--- src/rtl/load_store_unit_pkg.sv ---
// Shared definitions for the byte-serial load/store unit: FSM encoding and widths.
package load_store_unit_pkg;

  localparam int ADDR_W = 8;
  localparam int BYTE_W = 8;
  localparam int WORD_W = 16;

  typedef enum logic [1:0] {
    IDLE  = 2'd0,
    BYTE0 = 2'd1,
    BYTE1 = 2'd2,
    DONE  = 2'd3
  } lsu_state_t;

endpackage

--- src/rtl/load_store_unit.sv ---
// Load/store unit: turns 8/16-bit CPU accesses into one or two byte
// accesses on a combinational-read, edge-write data memory.
module load_store_unit
  import load_store_unit_pkg::*;
#(
  parameter bit LITTLE_ENDIAN = 1'b1
) (
  input  logic              clk,
  input  logic              reset,
  input  logic              req_valid,
  output logic              req_ready,
  input  logic              req_write,
  input  logic              req_wide,
  input  logic [ADDR_W-1:0] req_addr,
  input  logic [WORD_W-1:0] req_wdata,
  output logic              resp_valid,
  input  logic              resp_ready,
  output logic [WORD_W-1:0] resp_rdata,
  output logic              dm_W,
  output logic [ADDR_W-1:0] dm_address,
  output logic [BYTE_W-1:0] dm_data_in,
  input  logic [BYTE_W-1:0] dm_data_out
);

  lsu_state_t        state;
  logic              write_q;
  logic              wide_q;
  logic [ADDR_W-1:0] addr_q;
  logic [WORD_W-1:0] wdata_q;

  // Byte sent in BYTE0; a narrow store always sends the low byte.
  function automatic logic [BYTE_W-1:0] first_wbyte(input logic [WORD_W-1:0] w,
                                                    input logic wide);
    if (!wide || LITTLE_ENDIAN) return w[7:0];
    else                        return w[15:8];
  endfunction

  // Byte sent in BYTE1 (wide accesses only).
  function automatic logic [BYTE_W-1:0] second_wbyte(input logic [WORD_W-1:0] w);
    if (LITTLE_ENDIAN) return w[15:8];
    else               return w[7:0];
  endfunction

  // Placement of the byte read in BYTE0; narrow loads zero-extend.
  function automatic logic [WORD_W-1:0] first_rword(input logic [BYTE_W-1:0] b,
                                                    input logic wide);
    if (!wide || LITTLE_ENDIAN) return {8'h00, b};
    else                        return {b, 8'h00};
  endfunction

  // Drive the memory port from the current byte phase; write strobe masked by reset
  always_comb begin
    dm_W       = 1'b0;
    dm_address = '0;
    dm_data_in = '0;
    case (state)
      BYTE0: begin
        dm_W       = write_q & ~reset;
        dm_address = addr_q;
        dm_data_in = first_wbyte(wdata_q, wide_q);
      end
      BYTE1: begin
        dm_W       = write_q & ~reset;
        dm_address = addr_q + ADDR_W'(1);
        dm_data_in = second_wbyte(wdata_q);
      end
      default: ;
    endcase
  end

  // Control FSM with registered handshake outputs and read-data assembly
  always_ff @(posedge clk) begin
    if (reset) begin
      state      <= IDLE;
      write_q    <= 1'b0;
      wide_q     <= 1'b0;
      addr_q     <= '0;
      wdata_q    <= '0;
      req_ready  <= 1'b1;
      resp_valid <= 1'b0;
      resp_rdata <= '0;
    end else begin
      case (state)
        IDLE: begin
          if (req_valid) begin
            write_q    <= req_write;
            wide_q     <= req_wide;
            addr_q     <= req_addr;
            wdata_q    <= req_wdata;
            resp_rdata <= '0;
            req_ready  <= 1'b0;
            state      <= BYTE0;
          end
        end
        BYTE0: begin
          if (!write_q) resp_rdata <= first_rword(dm_data_out, wide_q);
          if (wide_q) begin
            state <= BYTE1;
          end else begin
            state      <= DONE;
            resp_valid <= 1'b1;
          end
        end
        BYTE1: begin
          if (!write_q) begin
            if (LITTLE_ENDIAN) resp_rdata[15:8] <= dm_data_out;
            else               resp_rdata[7:0]  <= dm_data_out;
          end
          state      <= DONE;
          resp_valid <= 1'b1;
        end
        DONE: begin
          if (resp_ready) begin
            resp_valid <= 1'b0;
            req_ready  <= 1'b1;
            state      <= IDLE;
          end
        end
        default: state <= IDLE;
      endcase
    end
  end

endmodule

--- config.mk ---
export PLATFORM = sky130hd
export DESIGN_NAME = load_store_unit
export DESIGN_NICKNAME = d
export VERILOG_FILES = /design/src/rtl/load_store_unit_pkg.sv /design/src/rtl/load_store_unit.sv
export SDC_FILE = /design/constraint.sdc
export NUM_CORES = 1
export LEC_CHECK = 0
export ABC_AREA = 1
export BUFFER_PORTS_ARGS = -buffer_cell sky130_fd_sc_hd__buf_2
export CAP_MARGIN = 30
export CORE_ASPECT_RATIO = 2
export CORE_MARGIN = 4
export CORE_UTILIZATION = 45
export DETAILED_ROUTE_END_ITERATION = 10
export PLACE_DENSITY = 0.77
export SLEW_MARGIN = 20
export SYNTH_ARGS = -nofsm -noshare
export SYNTH_HDL_FRONTEND = slang
export SYNTH_SLANG_ARGS = --single-unit
--- constraint.sdc ---
create_clock -name clk -period 1.5 [get_ports clk]
set_input_delay 0.3 -clock clk [delete_from_list [all_inputs] [get_ports clk]]
set_output_delay 0.3 -clock clk [all_outputs]
set_load 0.005 [all_outputs]
==> key figures, run 1 <==
Clock network
  – Worst-Skew Late Latency: 0.30 ns
  – CTS root buffer: clkbuf_8
  – CTS Buf Count: 5
  – Worst-path clk slew: 0.08 ns
  – Clk sinks: 46
  – CTS tree: yes
  – H-Tree Level Count: 2
  – Clock Path Buffers: 2

Synthesis
  – Post-synth cell types: 19
  – Syn_nets: 363
  – Syn Inst Count: 319
  – Avg Cell Area, Syn: 6.92 um^2
  – Sequential area share after synthesis: 41.7%
  – #FFs+latches synth: 46
  – Syn Std Cell Area: 2210 um^2
  – Warnings from Yosys: 0

Worst setup path
  – Crit path DAT: 1.55 ns
  – Worst path slowest cell: dfxtp_2
  – Delay-heaviest family, CP: buffers and inverters
  – CP Max Fanout: 8
  – CP endpoint kind: output pin
  – Crit path launch type: flip-flop
  – CP required: 1.20 ns
  – Critical path cell sequence: inv_2 > ha_4 > nand2_4 > inv_6 > buf_6 > a22o_1 > buf_2
  – Slowest stage delay, CP: 0.34 ns
  – CP Class: reg2out
  – Worst Path Buf+Inv: 4

Final layout
  – Area growth, synth to finish: 35.9%
  – Register area: 928 um^2
  – Finished Core Util: 64.1%
  – Multi-input gate area: 1200 um^2
  – Final Cell Area: 3000 um^2
  – Most frequent cells in the layout: nor2_1, buf_2, nand2_1
  – Fillcell total: 436
  – Most common cell after layout, fill and taps aside: nor2_1
  – ANT cells: 0
  – Layout cells sized above 1: 35.1%
  – Nets: 453

Status
  – Failing checks: negative setup slack
  – Status: finished, violations left

Global routing
  – Largest net degree at the start of global routing: 28
  – Vias in the first global route: 2237
  – Tot GR Track Use: 19.2%
  – First-pass GRT wire length: 9400 um
  – Initial antenna violation count: 0
  – GRT overflow: 0

Timing
  – Fin Setup TNS: -5.32 ns
  – Final WS setup: -0.351 ns
  – Setup violations, final: 27
  – Headroom to the max-slew limit: 76.8%
  – Clock Skews: 0.00361 ns
  – Hold Fails Final Rpt: 0
  – Period utilisation layout: 123%
  – RSZ-0062 raised after global routing: yes
  – Worst-Margin Slew: 0.344 ns
  – Final slew viol count: 0
  – Crit path time final: 1.85 ns
  – Highest Clock Rate: 540 MHz

Floorplan
  – Initial Utilization: 47.1%
  – Die Span Y: 107 um
  – Std cell rows: 35
  – Chip width: 57.5 um
  – Die ar.: 6160 um^2
  – Core ar.: 4690 um^2
  – I/O pins: 73

Drt
  – Antenna Nets Post-Route: 0
  – # DRC: 0
  – DRT Pass-1 Iters: 4
  – Overall routed net length: 5940 um
  – Routed vias/inst: 5.03
  – Total number of vias: 2341
  – Avg WL per Cell: 12.8 um
  – Initial drt markers: 59

Placed design
  – Area after DPL: 2740 um^2
  – Post-place setup slack: -0.146 ns
  – I/O Buffers: 72
  – Routability cong.: 0.842
  – DP HPWL: 4430 um

Pwr
  – PD cells: 1820 nW/um^2
  – Static Leak: 1.52 nW
  – Max VDD drop: 1290 uV
  – Pwr Total: 5.46 mW

Worst hold path
  – Worst Hold Class: in2reg

Job
  – Max-cap check violation count: 0
cell usage after synthesis:
cell / n / area, um^2
clkbuf_8: 1 / 13.8
nand2_2: 4 / 25.0
inv_2: 2 / 7.51
nor2_4: 2 / 22.5
nand3_1: 14 / 70.1
nor2_2: 4 / 25.0
o21ai_0: 35 / 175
nand2_1: 75 / 282
buf_6: 3 / 33.8
inv_1: 18 / 67.6
a21oi_1: 12 / 60.1
nand2_4: 1 / 11.3
o21bai_1: 2 / 15.0
buf_2: 5 / 25.0
clkbuf_1: 5 / 18.8
dfxtp_1: 46 / 921
nor2_1: 75 / 282
ha_1: 6 / 75.1
a22o_1: 9 / 78.8
layer usage:
layer / up-vias / GRT usage [%] / routed length, um
met5: - / 0 / 0
met1: 1056 / 17.9 / 2020
met4: 0 / 8.29 / 131
met3: 11 / 3.73 / 393
li1: 1190 / - / -
met2: 84 / 37.9 / 3400
report_power, final:
group | internal, mW | switching (mW) | leakage, nW
registers | 1.65 | 0.258 | 0.382
logic | 1.30 | 1.47 | 1.09
clock network | 0.370 | 0.413 | 0.0472
state kept, by name, indices dropped and copies added (netlist names):
register    count
wide_q          1
wdata_q        16
resp_rdata     16
addr_q          8
write_q         1
req_ready       1
resp_valid      1
state           2
worst register-to-register path, stage by stage, from the launching register on:
cell,delay [ns]
dfxtp_2,0.34
inv_2,0.05
buf_4,0.14
ha_4,0.17
buf_6,0.13
nand2_4,0.07
nand2_4,0.06
nor2_4,0.19
buf_12,0.14
nand2_1,0.05
nand2_1,0.05
nor2_1,0.04
layout make-up:
cell class,count,share of cell area [%]
inverters,20,2.92
clock inverters,2,0.417
multi-input cells,239,40.0
clock buffers,6,2.75
flip-flops and latches,46,30.9
repair buffers,97,20.7
well taps,55,2.29
what timing repair did:
item                                    CTS  global route
buffers inserted                          4             1
cloned                                    1             0
hold buffers                              0             0
pin swaps                                 4             5
endpoints found under the setup margin   34            33
resized for setup                        29            14
stage by stage:
stage,cells,hold WS (ns)
after detailed placement,452,0.459
after global routing,465,0.237
after CTS,465,0.220
after global placement,452,0.447
final,465,0.229
after floorplan,319,0.362
final timing paths:
check,slack (ns),cells after the start,end,start
setup / recovery,-0.35,7,dm_data_in[6],state[1]
hold / removal,0.23,2,resp_valid,reset
setup reg to reg,-0.02,11,resp_rdata[13],state[1]
hold reg to reg,0.47,2,resp_valid,resp_valid
logic make-up (layout without fill, tap and decap cells):
| kind of cell | Yosys count | count (layout) | synth area share [%] |
|---|---|---|---|
| fa+ha+maj | 6 | 6 | 3.40 |
| flops | 46 | 46 | 41.7 |
| compound gates | 58 | 58 | 14.9 |
| buf+inv | 34 | 125 | 7.53 |
| simple gates | 175 | 175 | 32.5 |
Note: power is estimated with default switching activity, not from simulation.
==> inputs of run 2 (changes only) <==
- CORE_UTILIZATION: 45 -> 50
- PLACE_DENSITY: 0.77 -> 0.81
- clock period: 1.5 -> 2.4 ns (I/O delays scaled with it)
==> key figures, run 2 (synthesis results as in run 1) <==
Status
  – Status: finished, final reports clean

Clock network
  – Clk sinks: 46
  – Clock Path Buffers: 2
  – Hold buffers post-CTS: 0
  – CTS root buffer: clkbuf_8
  – H-Tree Level Count: 2
  – Cts repair resizes: 1
  – Setup Buffers After CTS: 0
  – CTS Buf Count: 5
  – CTS tree: yes
  – Worst-Skew Late Latency: 0.30 ns
  – Worst-path clk slew: 0.09 ns

Placed design
  – I/O Buffers: 72
  – Placed cell count: 435
  – Routability cong.: 0.857
  – DP HPWL: 4380 um

Drt
  – Overall routed net length: 5690 um
  – # DRC: 0
  – Antenna Nets Post-Route: 0
  – Initial drt markers: 36
  – Routed vias/inst: 5.10
  – Avg WL per Cell: 12.8 um
  – DRT Pass-1 Iters: 4
  – Total number of vias: 2259

Worst setup path
  – CP Max Fanout: 8
  – Worst path slowest cell: dfxtp_2
  – CP required: 1.92 ns
  – Critical path cell sequence: inv_1 > ha_1 > nand2_1 > inv_2 > buf_4 > a22o_1 > buf_2
  – Crit path DAT: 1.80 ns
  – Slowest stage delay, CP: 0.39 ns
  – CP Class: reg2out
  – CP endpoint kind: output pin
  – Crit path launch type: flip-flop

Final layout
  – Finished Core Util: 63.4%
  – Final std cells w/o fill: 443
  – Area growth, synth to finish: 23.3%
  – Layout cells sized above 1: 25.7%
  – ANT cells: 0
  – Fillcell total: 434
  – Most frequent cells in the layout: nand2_1, nor2_1, buf_2
  – Top flop regs: resp_rdata: 16 flops, wdata_q: 16 flops, addr_q: 8 flops
  – Nets: 432

Global routing
  – First-pass GRT wire length: 8720 um
  – Tot GR Track Use: 21.1%
  – Initial antenna violation count: 0
  – Largest net degree at the start of global routing: 33
  – Vias in the first global route: 2116
  – GRT overflow: 0

Floorplan
  – Die Span Y: 102 um
  – Core ar.: 4300 um^2
  – Initial Utilization: 51.4%
  – Die ar.: 5610 um^2
  – I/O pins: 73
  – Std cell rows: 34
  – Chip width: 55.0 um

Timing
  – Clock Skews: 0.0101 ns
  – Crit path time final: 2.28 ns
  – Headroom to the max-slew limit: 76.8%
  – Hold Fails Final Rpt: 0
  – Fin Setup TNS: 0 ns
  – RSZ-0062 raised after global routing: no
  – Setup violations, final: 0
  – Period utilisation layout: 95.2%
  – Highest Clock Rate: 438 MHz
  – Final slew viol count: 0
  – Worst hold margin: 0.391 ns
  – Worst-Margin Slew: 0.344 ns

Job
  – Max-cap check violation count: 0

Pwr
  – Static Leak: 1.38 nW
  – Max VDD drop: 742 uV
  – PD cells: 1160 nW/um^2

Worst hold path
  – Worst Hold Class: in2reg
-- run 2: cell types whose count changed in the layout (fill, tap and decap cells not counted), moves of 4 or more --
cell	delta
buf_4	-13
buf_6	-4
dfxtp_1	+4
dfxtp_2	-4
ha_1	+4
nand2_1	+6
o21ai_0	+5
-- run 2: power breakdown --
group	internal [mW]	leakage, nW	switching (mW)
Clock	0.444	0.0714	0.266
Combinational	0.483	0.929	0.770
Sequential	1.03	0.381	0.176
Total	1.95	1.38	1.21
-- run 2: path summary, 6_finish.rpt --
kind	start	endpoint	slack (ns)	depth (start not counted)
min	reset	state[0]	0.39	2
max	state[0]	dm_address[1]	0.12	7
min reg2reg	resp_valid	resp_valid	0.46	2
max reg2reg	state[0]	resp_rdata[13]	0.79	9
-- run 2: critical path: cells and delay by family (launching register included) --
family	cells	cell delay, ns
compound gates	1	0.22
fa+ha+maj	1	0.34
buf+inv	4	0.45
flops	1	0.39
simple gates	1	0.11
-- run 2: per-layer routing --
layer	track usage (%)	wire length, um	vias to the layer above
met5	0	0	-
met4	12.7	274	0
met3	3.94	356	24
met2	38.8	3070	86
met1	20.1	1990	1001
li1	-	-	1148
-- run 2: through the flow --
step | worst slack (ns) | instance area, um^2 | power (mW)
after floorplan | 0.613 | 2210 | 2.10
after global placement | 0.397 | 2570 | 2.43
after detailed placement | 0.330 | 2570 | 2.48
after CTS | 0.0353 | 2720 | 3.19
after global routing | 0.0207 | 2720 | 3.43
final | 0.116 | 2720 | 3.16
-- run 2: area by class of cell --
cell class | instances | area, um^2 | area share (%)
multi-input cells | 239 | 1120 | 41.2
clock buffers | 6 | 82.6 | 3.03
well taps | 54 | 67.6 | 2.48
inverters | 20 | 77.6 | 2.85
repair buffers | 76 | 390 | 14.3
flip-flops and latches | 46 | 923 | 33.9
clock inverters | 2 | 60.1 | 2.21
==> inputs of run 3 (changes only) <==
- CORE_UTILIZATION: 50 -> 45
- PLACE_DENSITY: 0.81 -> 0.77
- clock period: 2.4 -> 1.9 ns (I/O delays scaled with it)
==> key figures, run 3 (synthesis results as in run 1) <==
Clock network
  – Hold buffers post-CTS: 0
  – Clock Path Buffers: 2
  – H-Tree Level Count: 2
  – CTS root buffer: clkbuf_8
  – CTS Buf Count: 5
  – Worst-path clk slew: 0.09 ns
  – Worst-Skew Late Latency: 0.29 ns
  – Clk sinks: 46
  – CTS tree: yes

Pwr
  – Pwr Total: 4.15 mW
  – Static Leak: 1.45 nW
  – PD cells: 1440 nW/um^2
  – Max VDD drop: 1080 uV

Drt
  – # DRC: 0
  – DRT Pass-1 Iters: 4
  – Routed vias/inst: 4.96
  – Initial drt markers: 68
  – Avg WL per Cell: 12.8 um
  – Total number of vias: 2281
  – Overall routed net length: 5900 um
  – Antenna Nets Post-Route: 0

Placed design
  – Area after DPL: 2630 um^2
  – DP HPWL: 4320 um
  – Post-place setup slack: 0.133 ns
  – Routability cong.: 0.817
  – I/O Buffers: 72

Global routing
  – Initial antenna violation count: 0
  – Largest net degree at the start of global routing: 30
  – First-pass GRT wire length: 9390 um
  – Tot GR Track Use: 19.2%
  – Vias in the first global route: 2185
  – GRT overflow: 0

Timing
  – Highest Clock Rate: 516 MHz
  – Final WS setup: -0.0370 ns
  – Crit path time final: 1.94 ns
  – Worst-Margin Slew: 0.374 ns
  – Period utilisation layout: 102%
  – RSZ-0062 raised after global routing: yes
  – Setup violations, final: 13
  – Hold Fails Final Rpt: 0
  – Headroom to the max-slew limit: 75.0%
  – Clock Skews: 0.00537 ns
  – Final slew viol count: 0

Final layout
  – Fillcell total: 421
  – Multi-input gate area: 1180 um^2
  – Area growth, synth to finish: 30.9%
  – Final Cell Area: 2890 um^2
  – Register area: 925 um^2
  – Top flop regs: resp_rdata: 16 flops, wdata_q: 16 flops, addr_q: 8 flops
  – Most common cell after layout, fill and taps aside: nor2_1
  – ANT cells: 0
  – Most frequent cells in the layout: nor2_1, nand2_1, buf_2
  – Nets: 448
  – Layout cells sized above 1: 30.9%

Worst setup path
  – CP required: 1.52 ns
  – Crit path launch type: flip-flop
  – CP Class: reg2out
  – CP Max Fanout: 5
  – CP endpoint kind: output pin
  – Crit path DAT: 1.56 ns

Status
  – Failing checks: negative setup slack
  – Status: finished, violations left

Floorplan
  – Std cell rows: 35
  – Die ar.: 6160 um^2
  – Core ar.: 4690 um^2
  – Die Span Y: 107 um
  – Initial Utilization: 47.1%
  – I/O pins: 73
  – Chip width: 57.5 um

Job
  – Max-cap check violation count: 0

Worst hold path
  – Worst Hold Class: in2reg
## run 3: final cells by class
class                   count  area share (%)
inverters                  20            2.77
multi-input cells         239            40.9
flip-flops and latches     46            32.0
repair inverters            2           0.519
clock buffers               6            2.51
clock inverters             2            1.30
well taps                  55            2.38
repair buffers             90            17.7
## run 3: layer usage
| layer | vias to the layer above | track usage [%] | part of all wire (%) |
|---|---|---|---|
| li1 | 1181 | - | - |
| met1 | 1015 | 20.0 | 38 |
| met2 | 77 | 37.4 | 55 |
| met3 | 8 | 2.89 | 5.5 |
| met4 | 0 | 5.97 | 1.6 |
| met5 | - | 0 | 0 |
## run 3: worst max-delay path, cell delays in order (launching register included)
cell and delay [ns]:
dfxtp_2 0.35, inv_2 0.06, ha_4 0.27, nand2_8 0.10, clkinvlp_4 0.15, a22o_1 0.21
buf_2 0.12
## run 3: power by group
group          internal [mW]  leakage [nW]  total [mW]  switching (mW)
logic                  0.816          1.02        1.93            1.12
registers               1.30         0.381        1.50           0.201
clock network          0.393        0.0514       0.723           0.330
total                   2.51          1.45        4.15            1.65
## run 3: what timing repair did
item,CTS,global route
resized for setup,18,7
pin swaps,7,4
endpoints found under the hold margin,0,0
setup buffers,4,3
setup endpoints to repair,15,16
gates cloned,2,0
## run 3: worst paths after layout
path / startpoint / to / slack [ns] / cells after the start
max reg2reg: state[0] / resp_rdata[4] / 0.24 / 11
min reg2reg: resp_valid / resp_valid / 0.46 / 2
max: state[0] / dm_address[1] / -0.04 / 6
min: reset / resp_valid / 0.31 / 2
## run 3: through the flow
step	TNS [ns]	hold WS (ns)	instances	util [%]
5_1_grt	-1.16	0.315	460	61.7
4_1_cts	-0.347	0.301	457	60.7
6_report	-0.334	0.310	460	61.7
3_3_place_gp	0	0.447	443	56.1
2_1_floorplan	0	0.444	319	-
3_5_place_dp	0	0.459	443	56.1
